## src/rtl/four_bit_adder_sub_pkg.sv

```systemverilog
// Shared constants and op decode for the 4-bit adder/subtractor slice.
package four_bit_adder_sub_pkg;

  localparam int WIDTH = 4;

  localparam logic [1:0] OP_ADD = 2'b00;
  localparam logic [1:0] OP_SUB = 2'b01;

  // Every code other than ADD selects subtraction, so 10 and 11 alias SUB.
  function automatic logic op_is_sub(input logic [1:0] op);
    return (op != OP_ADD);
  endfunction

endpackage

```

## src/rtl/four_bit_adder_sub_full_adder.sv

```systemverilog
// Single-bit full adder; one link of the ripple-carry chain.
module full_adder (
  input  logic a_i,
  input  logic b_i,
  input  logic cin_i,
  output logic s_o,
  output logic cout_o
);

  assign s_o    = a_i ^ b_i ^ cin_i;
  assign cout_o = (a_i & b_i) | (cin_i & (a_i ^ b_i));

endmodule

```

## src/rtl/four_bit_adder_sub.sv

```systemverilog
// Ripple-carry adder/subtractor with a single registered result stage.
module four_bit_adder_sub #(
  parameter int WIDTH = four_bit_adder_sub_pkg::WIDTH
) (
  input  logic             clk,
  input  logic             rst,
  input  logic [WIDTH-1:0] a,
  input  logic [WIDTH-1:0] b,
  input  logic [1:0]       op,
  input  logic             in_valid,
  output logic [WIDTH-1:0] y,
  output logic             cf,
  output logic             out_valid
);

  import four_bit_adder_sub_pkg::*;

  logic             sub;
  logic [WIDTH-1:0] bx;
  logic [WIDTH-1:0] s;
  logic [WIDTH:0]   c;

  logic [WIDTH-1:0] y_q, y_d;
  logic             cf_q, cf_d;
  logic             vld_q, vld_d;

  // Two's complement subtract: invert B and inject the +1 as carry-in.
  assign sub  = op_is_sub(op);
  assign bx   = b ^ {WIDTH{sub}};
  assign c[0] = sub;

  for (genvar i = 0; i < WIDTH; i++) begin : g_fa
    full_adder u_fa (
      .a_i    (a[i]),
      .b_i    (bx[i]),
      .cin_i  (c[i]),
      .s_o    (s[i]),
      .cout_o (c[i+1])
    );
  end

  always_comb begin
    y_d   = y_q;
    cf_d  = cf_q;
    vld_d = 1'b0;
    if (in_valid) begin
      y_d   = s;
      cf_d  = c[WIDTH];
      vld_d = 1'b1;
    end
  end

  // Output register stage
  always_ff @(posedge clk) begin
    if (rst) begin
      y_q   <= '0;
      cf_q  <= 1'b0;
      vld_q <= 1'b0;
    end else begin
      y_q   <= y_d;
      cf_q  <= cf_d;
      vld_q <= vld_d;
    end
  end

  assign y         = y_q;
  assign cf        = cf_q;
  assign out_valid = vld_q;

endmodule

```

## config.mk

```make
export PLATFORM = sky130hd
export DESIGN_NAME = four_bit_adder_sub
export DESIGN_NICKNAME = d
export VERILOG_FILES = /design/src/rtl/four_bit_adder_sub_pkg.sv /design/src/rtl/four_bit_adder_sub_full_adder.sv /design/src/rtl/four_bit_adder_sub.sv
export SDC_FILE = /design/constraint.sdc
export NUM_CORES = 1
export LEC_CHECK = 0
export CAP_MARGIN = 20
export CORE_AREA = 2 2 39 41
export DETAILED_ROUTE_END_ITERATION = 10
export DIE_AREA = 0 0 41 43
export PLACE_DENSITY = 0.56
export REMOVE_ABC_BUFFERS = 1
export SYNTH_ARGS = -nofsm -noshare
export SYNTH_HDL_FRONTEND = slang
export SYNTH_HIERARCHICAL = 1
export SYNTH_SLANG_ARGS = --single-unit
```

## constraint.sdc

```tcl
create_clock -name clk -period 2.2 [get_ports clk]
set_input_delay 0.22 -clock clk [delete_from_list [all_inputs] [get_ports clk]]
set_output_delay 0.22 -clock clk [all_outputs]
set_load 0.05 [all_outputs]
```

== Word-level counts from Yosys, hierarchy flattened ==
Index checks and enable logic that the tools add are counted.
Storage, ports and cells
  bits in registers: 6
  bits in latches: 0
  RAM bits: 0
  memory bits (read-only): 0
  input port bits: 13
  output and inout port bits: 6
  logic and storage cells: 26
  memories kept: 0
Cells by class
  $add $sub $neg: 0
  $mul: 0
  div/mod/pow operators: 0
  order comparisons: 0
  equality and inequality tests: 0
  shift-type cells: 0
  multiplexer cells: 1
  bitwise gates (word level): 21
  reduce and logical (&&, ||, !) cells: 1
Operators by type and width (number)
  $and A1 B1 Y1: 8
  $xor A1 B1 Y1: 8
  $or A1 B1 Y1: 4
  $xor A4 B4 Y4: 1
  $reduce_bool A2 Y1: 1
  $mux W1: 1

== Logic depth before layout (Yosys ltp) ==
Gate-level depths: netlist (run 1).
  word-level depth: 11
  gate-level depth with buffers: 8
  mapped depth without buffers: 8

== By module ==
The synthesis (run 1) kept the hierarchy.
By module, submodules not included
  four_bit_adder_sub: instances 1, cells each 24, area an instance 256.5 sq um, seq. area each 120.1 sq um
  full_adder: instances 4, cells each 1, area an instance 20.0 sq um, seq. area each 0.0 sq um

== Worst setup path before layout (run 1) ==
OpenSTA, ideal clock, no wires.
  path type: input-to-reg
  start point: in op[1]
  end point: reg y_q[3] (netlist: y[3])
  setup time: 0.116 ns
  data arrival time: 2.232 ns
  data required time: 2.084 ns
  path slack: -0.147 ns
  stages on the path: 8
  path buffers: 0
  cells stage by stage: nor2_4 xnor2_1 fa_1 fa_1 fa_1 fa_1 mux2i_1 nor2_1
On the way
  word-level cells in the longest chain between the ends: 10
  elaborated cells on any way between the ends: 16
  those cells by class: bitwise: 15; reduce/logical: 1
RTL lines
  start, declared: RTL line four_bit_adder_sub.sv:9  | input logic [1:0] op,
  $reduce_bool A2 Y1 *: RTL line four_bit_adder_sub_pkg.sv:11  | return (op != OP_ADD);
  $xor A4 B4 Y4 *: RTL line four_bit_adder_sub.sv:29  | assign bx = b ^ {WIDTH{sub}};
  via bx[0]: RTL line four_bit_adder_sub.sv:19  | logic [WIDTH-1:0] bx;
  $xor A1 B1 Y1: RTL line four_bit_adder_sub_full_adder.sv:11  | assign cout_o = (a_i & b_i) | (cin_i & (a_i ^ b_i));
  $and A1 B1 Y1: RTL line four_bit_adder_sub_full_adder.sv:11
  $or A1 B1 Y1 *: RTL line four_bit_adder_sub_full_adder.sv:11
  via c[1]: RTL line four_bit_adder_sub.sv:21  | logic [WIDTH:0] c;
  $and A1 B1 Y1 *: RTL line four_bit_adder_sub_full_adder.sv:11
  $or A1 B1 Y1 *: RTL line four_bit_adder_sub_full_adder.sv:11
  via c[2]: RTL line four_bit_adder_sub.sv:21
  $and A1 B1 Y1 *: RTL line four_bit_adder_sub_full_adder.sv:11
  $or A1 B1 Y1 *: RTL line four_bit_adder_sub_full_adder.sv:11
  via c[3]: RTL line four_bit_adder_sub.sv:21
  $xor A1 B1 Y1 *: RTL line four_bit_adder_sub_full_adder.sv:10  | assign s_o = a_i ^ b_i ^ cin_i;
  via s[3]: RTL line four_bit_adder_sub.sv:20  | logic [WIDTH-1:0] s;
  end signal, assigned: RTL line four_bit_adder_sub.sv:60  | y_q <= y_d;
  end, declared: RTL line four_bit_adder_sub.sv:23  | logic [WIDTH-1:0] y_q, y_d;
The timed path passes the listed nets; every way through them passes the cells marked *.
A chain may end at the register's enable or synchronous reset.

== Final worst setup path (run 1) ==
Same ends and word-level chain as after synthesis.

==> flow_summary.ini, run 1 <==
[critical_path]
cp-start-kind = input pin
crit_chain = buf_6, nor2_4, xnor2_2, fa_2, fa_2, fa_2, fa_1, mux2i_1, nor2_1
cp_slowest_cell = fa_1
max_stage_delay_ps = 440
crit_type = input pin to register
worst_ep_arrival_time_ps = 2220
worstSetupEndpointType = register
crit_fanout = 3
cp_common_cell = fa_2
critPathRequiredTime_ps = 2330

[power]
powerDensity_nw_per_um2 = 649
vdd.ir_drop.worst_v = 0.000157
total_power_uw = 377
power_leakage_uw = 0.000232

[routing]
routed_via_density = 3.95
met3_length_um = 68
top_layer_used = met3
postRouteWirelength_um = 572
vias = 261
drtIter0Drc = 0
avgRoutedWirePerCell_um = 8.67
met1_length_um = 253
antenna_left = 0
detail_route.first_pass.iterations = 1
wl_met2_um = 250
drcViolationCount = 0

[min_path]
hold_class = register to register

[floorplanning]
coreArea_um2 = 1380
die_y_um = 43
ios = 19
die_area_um2 = 1760
floorplan.initialDensity_pct = 24.3
rows = 14
dieWidth_um = 41

[yosys]
synth.largest_area_cell = dfxtp_1
syn-cell-area_um2 = 337
ys_ff_latch = 6
synthCells = 28
synth.top_cells.by_area = dfxtp_1 (36%), fa_1 (24%), mux2i_1 (15%), xnor2_1 (10%), nor2_1 (5.6%)
yosysUniqueCellTypes = 9
syn_avg_cell_area_um2 = 12.0
synth_warnings = 6
yosysTopAreaCellShare_pct = 35.7
ys_seq_area_share_pct = 35.7

[place]
placed_cells = 62
dpl-instance-area_um2 = 533
hpwlAfterDp_um = 489
io_buffer_count = 18
place.gp.congestion = 0.609

[clock_tree]
numClockSinks = 6
cts_root_buffer = clkbuf_4
clk_latency_ps = 240
cts_buffers = 3
clock_path_buffers = 2
htree_levels = 1
clk_pin_slew_ps = 40
tritoncts = built
cts_hold_buf = 0

[sta]
fmax_ghz = 0.478
slew_violations = 0
hold_violations = 0
fin_skew_ps = 0
tightest_slew_ps = 488
fin_crit_sh_pct = 95.1
slew_headroom_pct = 67.3
setup_viol = 0
min_period_ps = 2090
rsz0062_at_grt = no

[outcome]
outcome = completed

[global_routing]
grt_pass1_vias = 242
grt_max_degree = 7
antenna_found_initial = 0
grtUsageTotal_pct = 7.48
grt_pass1_wl_um = 855
grt_overflow = 0

[final_layout]
nets = 69
fin_area_um2 = 581
multi_input_area_um2 = 216
syn_to_final_growth_pct = 72.5
drive_gt1_share_pct = 28.0
final-instance-count-excl-fill = 66
fillerInstances = 147
regArea_um2 = 120
antenna_cells = 0

[run]
cap_viol_max_count = 0
==> through the flow <==
step | setup TNS (ps) | setup slack (ps) | util [%] | hold WS (ps)
finish | 0 | 108 | 42.0 | 487
CTS | -47.1 | -47.1 | 42.0 | 488
floorplan | -224 | -147 | - | 292
global route | 0 | 46.3 | 42.0 | 505
global placement | -1540 | -645 | 38.5 | 478
detailed placement | -1620 | -681 | 38.5 | 482
==> final timing paths <==
kind,startpoint,endpoint,slack [ps],depth (start not counted)
min,y[1],y[1],490,2
max,op[1],y[3],110,9
min reg2reg,y[1],y[1],490,2
max reg2reg,y[3],y[3],1610,2
==> area by class of cell <==
cell class	instances	area share, %
Multi-Input combinational cell	20	37.3
Timing Repair Buffer	20	34.1
Sequential cell	6	20.7
Clock buffer	3	3.88
Tap cell	16	3.45
Inverter	1	0.647
==> flip-flops by register name, indices dropped and copies added (netlist names) <==
signal and flops:
cf 1, y 4, out_valid 1
==> synth_stat cells <==
master	instances
inv_1	1
fa_1	4
dfxtp_1	6
xnor2_1	4
buf_6	1
nor2b_1	1
mux2i_1	5
nor2_1	5
nor2_4	1
==> power breakdown <==
group	internal (uW)	leakage, uW	switching (uW)
Sequential	122	0.0000496	5.88
Combinational	70.2	0.000169	79.9
Clock	61.6	0.0000138	37.8
==> cells by family after synthesis <==
family                     synth area share (%)
and+or+nand+nor                            10.8
DFF                                        35.7
muxes                                      14.9
xor gates and xnor gates                   10.4
adders and majority gates                  23.8
buffers and inverters                      4.46
==> worst max-delay path, delay by kind of cell <==
family	cells	cell delay [ps]
xor gates and xnor gates	1	90
adders and majority gates	4	1480
buffers and inverters	1	90
muxes	1	140
and+or+nand+nor	2	200
==> cell usage in the layout (no fill, tap or decap) <==
cell type | Yosys | routed
xnor2_2 | 0 | 1
buf_4 | 0 | 2
clkdlybuf4s50_1 | 0 | 14
clkdlybuf4s15_2 | 0 | 1
fa_1 | 4 | 1
dlygate4sd2_1 | 0 | 1
mux2i_1 | 5 | 5
clkbuf_4 | 0 | 3
buf_6 | 1 | 2
inv_2 | 0 | 1
dfxtp_1 | 6 | 6
nor2_1 | 5 | 5
nor2b_1 | 1 | 1
xnor2_1 | 4 | 3
fa_2 | 0 | 3
nor2_4 | 1 | 1
==> repair_timing <==
| action | 4_1_cts | 5_1_grt |
|---|---|---|
| endpoints found under the setup margin | 3 | 2 |
| gates resized for setup | 19 | 0 |
| setup buffers | 1 | 0 |
| pin swaps | 7 | 4 |
==> layer usage <==
metal,track usage [%],vias up
li1,-,131
met1,9.87,114
met2,9.06,16
met3,1.57,0
met4,8.00,0
met5,0,-
Note: power is estimated with default switching activity, not from simulation.
==> inputs of run 2 (changes only) <==
--- a/config.mk
+++ b/config.mk
@@ -11,6 +11,8 @@
 export DIE_AREA = 0 0 41 43
 export PLACE_DENSITY = 0.56
 export REMOVE_ABC_BUFFERS = 1
+export SETUP_SLACK_MARGIN = 0.3
+export SKIP_CTS_REPAIR_TIMING = 1
 export SYNTH_ARGS = -nofsm -noshare
 export SYNTH_HDL_FRONTEND = slang
 export SYNTH_HIERARCHICAL = 1
==> flow_summary.ini, run 2 (synthesized netlist as in run 1, its figures left out) <==
[routing]
routed_via_density = 4.03
drtIter0Drc = 0
postRouteWirelength_um = 613
avgRoutedWirePerCell_um = 9.29
antenna_left = 0
vias = 266
drcViolationCount = 0
detail_route.first_pass.iterations = 1

[power]
pwr-share-seq_pct = 33.8
p_clk_share_pct = 26.3
comb_power_share_pct = 39.9
intPower_uw = 253
powerDensity_nw_per_um2 = 649
power_switching_uw = 124
power_leakage_uw = 0.000245
netSwitchingFraction_pct = 32.9
total_power_uw = 378
vdd.ir_drop.worst_v = 0.000158

[final_layout]
regArea_um2 = 120
mostFrequentLayoutCells = clkdlybuf4s50_1 (14), dfxtp_1 (6), mux2i_1 (5), nor2_1 (5), fa_2 (4)
drive_gt1_share_pct = 28.0
nets = 69
syn_to_final_growth_pct = 72.9
layout_commonest_cell = clkdlybuf4s50_1
fillerInstances = 143
largest_reg_flops = 4
antenna_cells = 0
multi_input_area_um2 = 219

[min_path]
whs_endpoint = y[0]
min_path_cells = 4
hold_class = input pin to register
hp-start = a[0]

[global_routing]
grtUsageTotal_pct = 7.37
grt_overflow = 0
grt_pass1_wl_um = 841
grt_max_degree = 7
grt_pass1_vias = 237
antenna_found_initial = 0

[floorplanning]
ios = 19
coreArea_um2 = 1380
die_area_um2 = 1760
rows = 14
die_y_um = 43
dieWidth_um = 41
floorplan.initialDensity_pct = 24.3

[clock_tree]
numClockSinks = 6
cts_root_buffer = clkbuf_4
tritoncts = built
htree_levels = 1
clock_path_buffers = 2
clk_latency_ps = 240
cts_buffers = 3
clk_pin_slew_ps = 40

[critical_path]
crit_fanout = 3
crit_type = input pin to register
critPathRequiredTime_ps = 2380
worst_ep_arrival_time_ps = 2250
worstSetupEndpointType = register
reg2reg_from = cf
r2r-end = cf
r2r_slack_ps = 1600
reg2reg_depth = 2
cp-start-kind = input pin
startpoint = op[0]

[sta]
hold_violations = 0
min_period_ps = 2070
fin_crit_sh_pct = 94.2
tightest_slew_ps = 488
rsz0062_at_grt = yes
slew_violations = 0
final.setup.tns_ps = 0
setup_viol = 0
fmax_ghz = 0.482
fin_skew_ps = 0
slew_headroom_pct = 67.3
whs_ps = 484

[place]
place.gp.congestion = 0.609
hpwlAfterDp_um = 489
io_buffer_count = 18

[outcome]
outcome = completed

[run]
cap_viol_max_count = 0
-- run 2: cell types whose count changed in the layout (fill, tap and decap cells not counted) --
cell / before / now
buf_6: 2 / 1
clkbuf_2: 0 / 1
clkdlybuf4s15_2: 1 / 0
dlygate4sd2_1: 1 / 0
dlymetal6s2s_1: 0 / 2
fa_1: 1 / 0
fa_2: 3 / 4
-- run 2: power groups by stage --
stage	registers [uW]	logic [uW]	clock network [uW]
after detailed placement	129	146	0
after CTS	128	146	106
final	127	151	99.4
after global routing	128	162	112
after global placement	129	145	0
after floorplan	172	42.1	0
-- run 2: worst max-delay path by stage --
stage | endpoint | slack (ps) | cells past startpoint
5_1_grt | y[3] | 70 | 9
6_report | y[3] | 130 | 9
2_1_floorplan | y[3] | -150 | 8
3_3_place_gp | y[3] | -640 | 9
3_5_place_dp | y[3] | -680 | 9
4_1_cts | y[3] | -420 | 9
-- run 2: critical path: stages --
cell and delay (ps):
buf_6 90, nor2_4 140, xnor2_2 80, fa_2 350
fa_2 350, fa_2 350, fa_2 520, mux2i_1 60
nor2_1 80
-- run 2: stage by stage --
step	instance area, um^2	instances	utilization, %	worst slack (ps)
2_1_floorplan	325	27	-	-147
3_3_place_gp	533	62	38.5	-645
3_5_place_dp	533	62	38.5	-681
4_1_cts	556	65	40.1	-421
5_1_grt	582	66	42.0	74.0
6_report	582	66	42.0	127
-- run 2: final cells by class --
type                    instances  share of cell area (%)
flip-flops and latches          6                    20.6
inverters                       1                   0.645
multi-input cells              20                    37.6
clock buffers                   3                    3.87
repair buffers                 20                    33.8
well taps                      16                    3.44
-- run 2: metal layers --
metal  vias up  global-route usage, %  wire, um
met4         0                   8.00         0
met5         -                      0         0
li1        131                      -         -
met3         0                   1.57        71
met1       119                   9.51       251
met2        16                   9.06       290
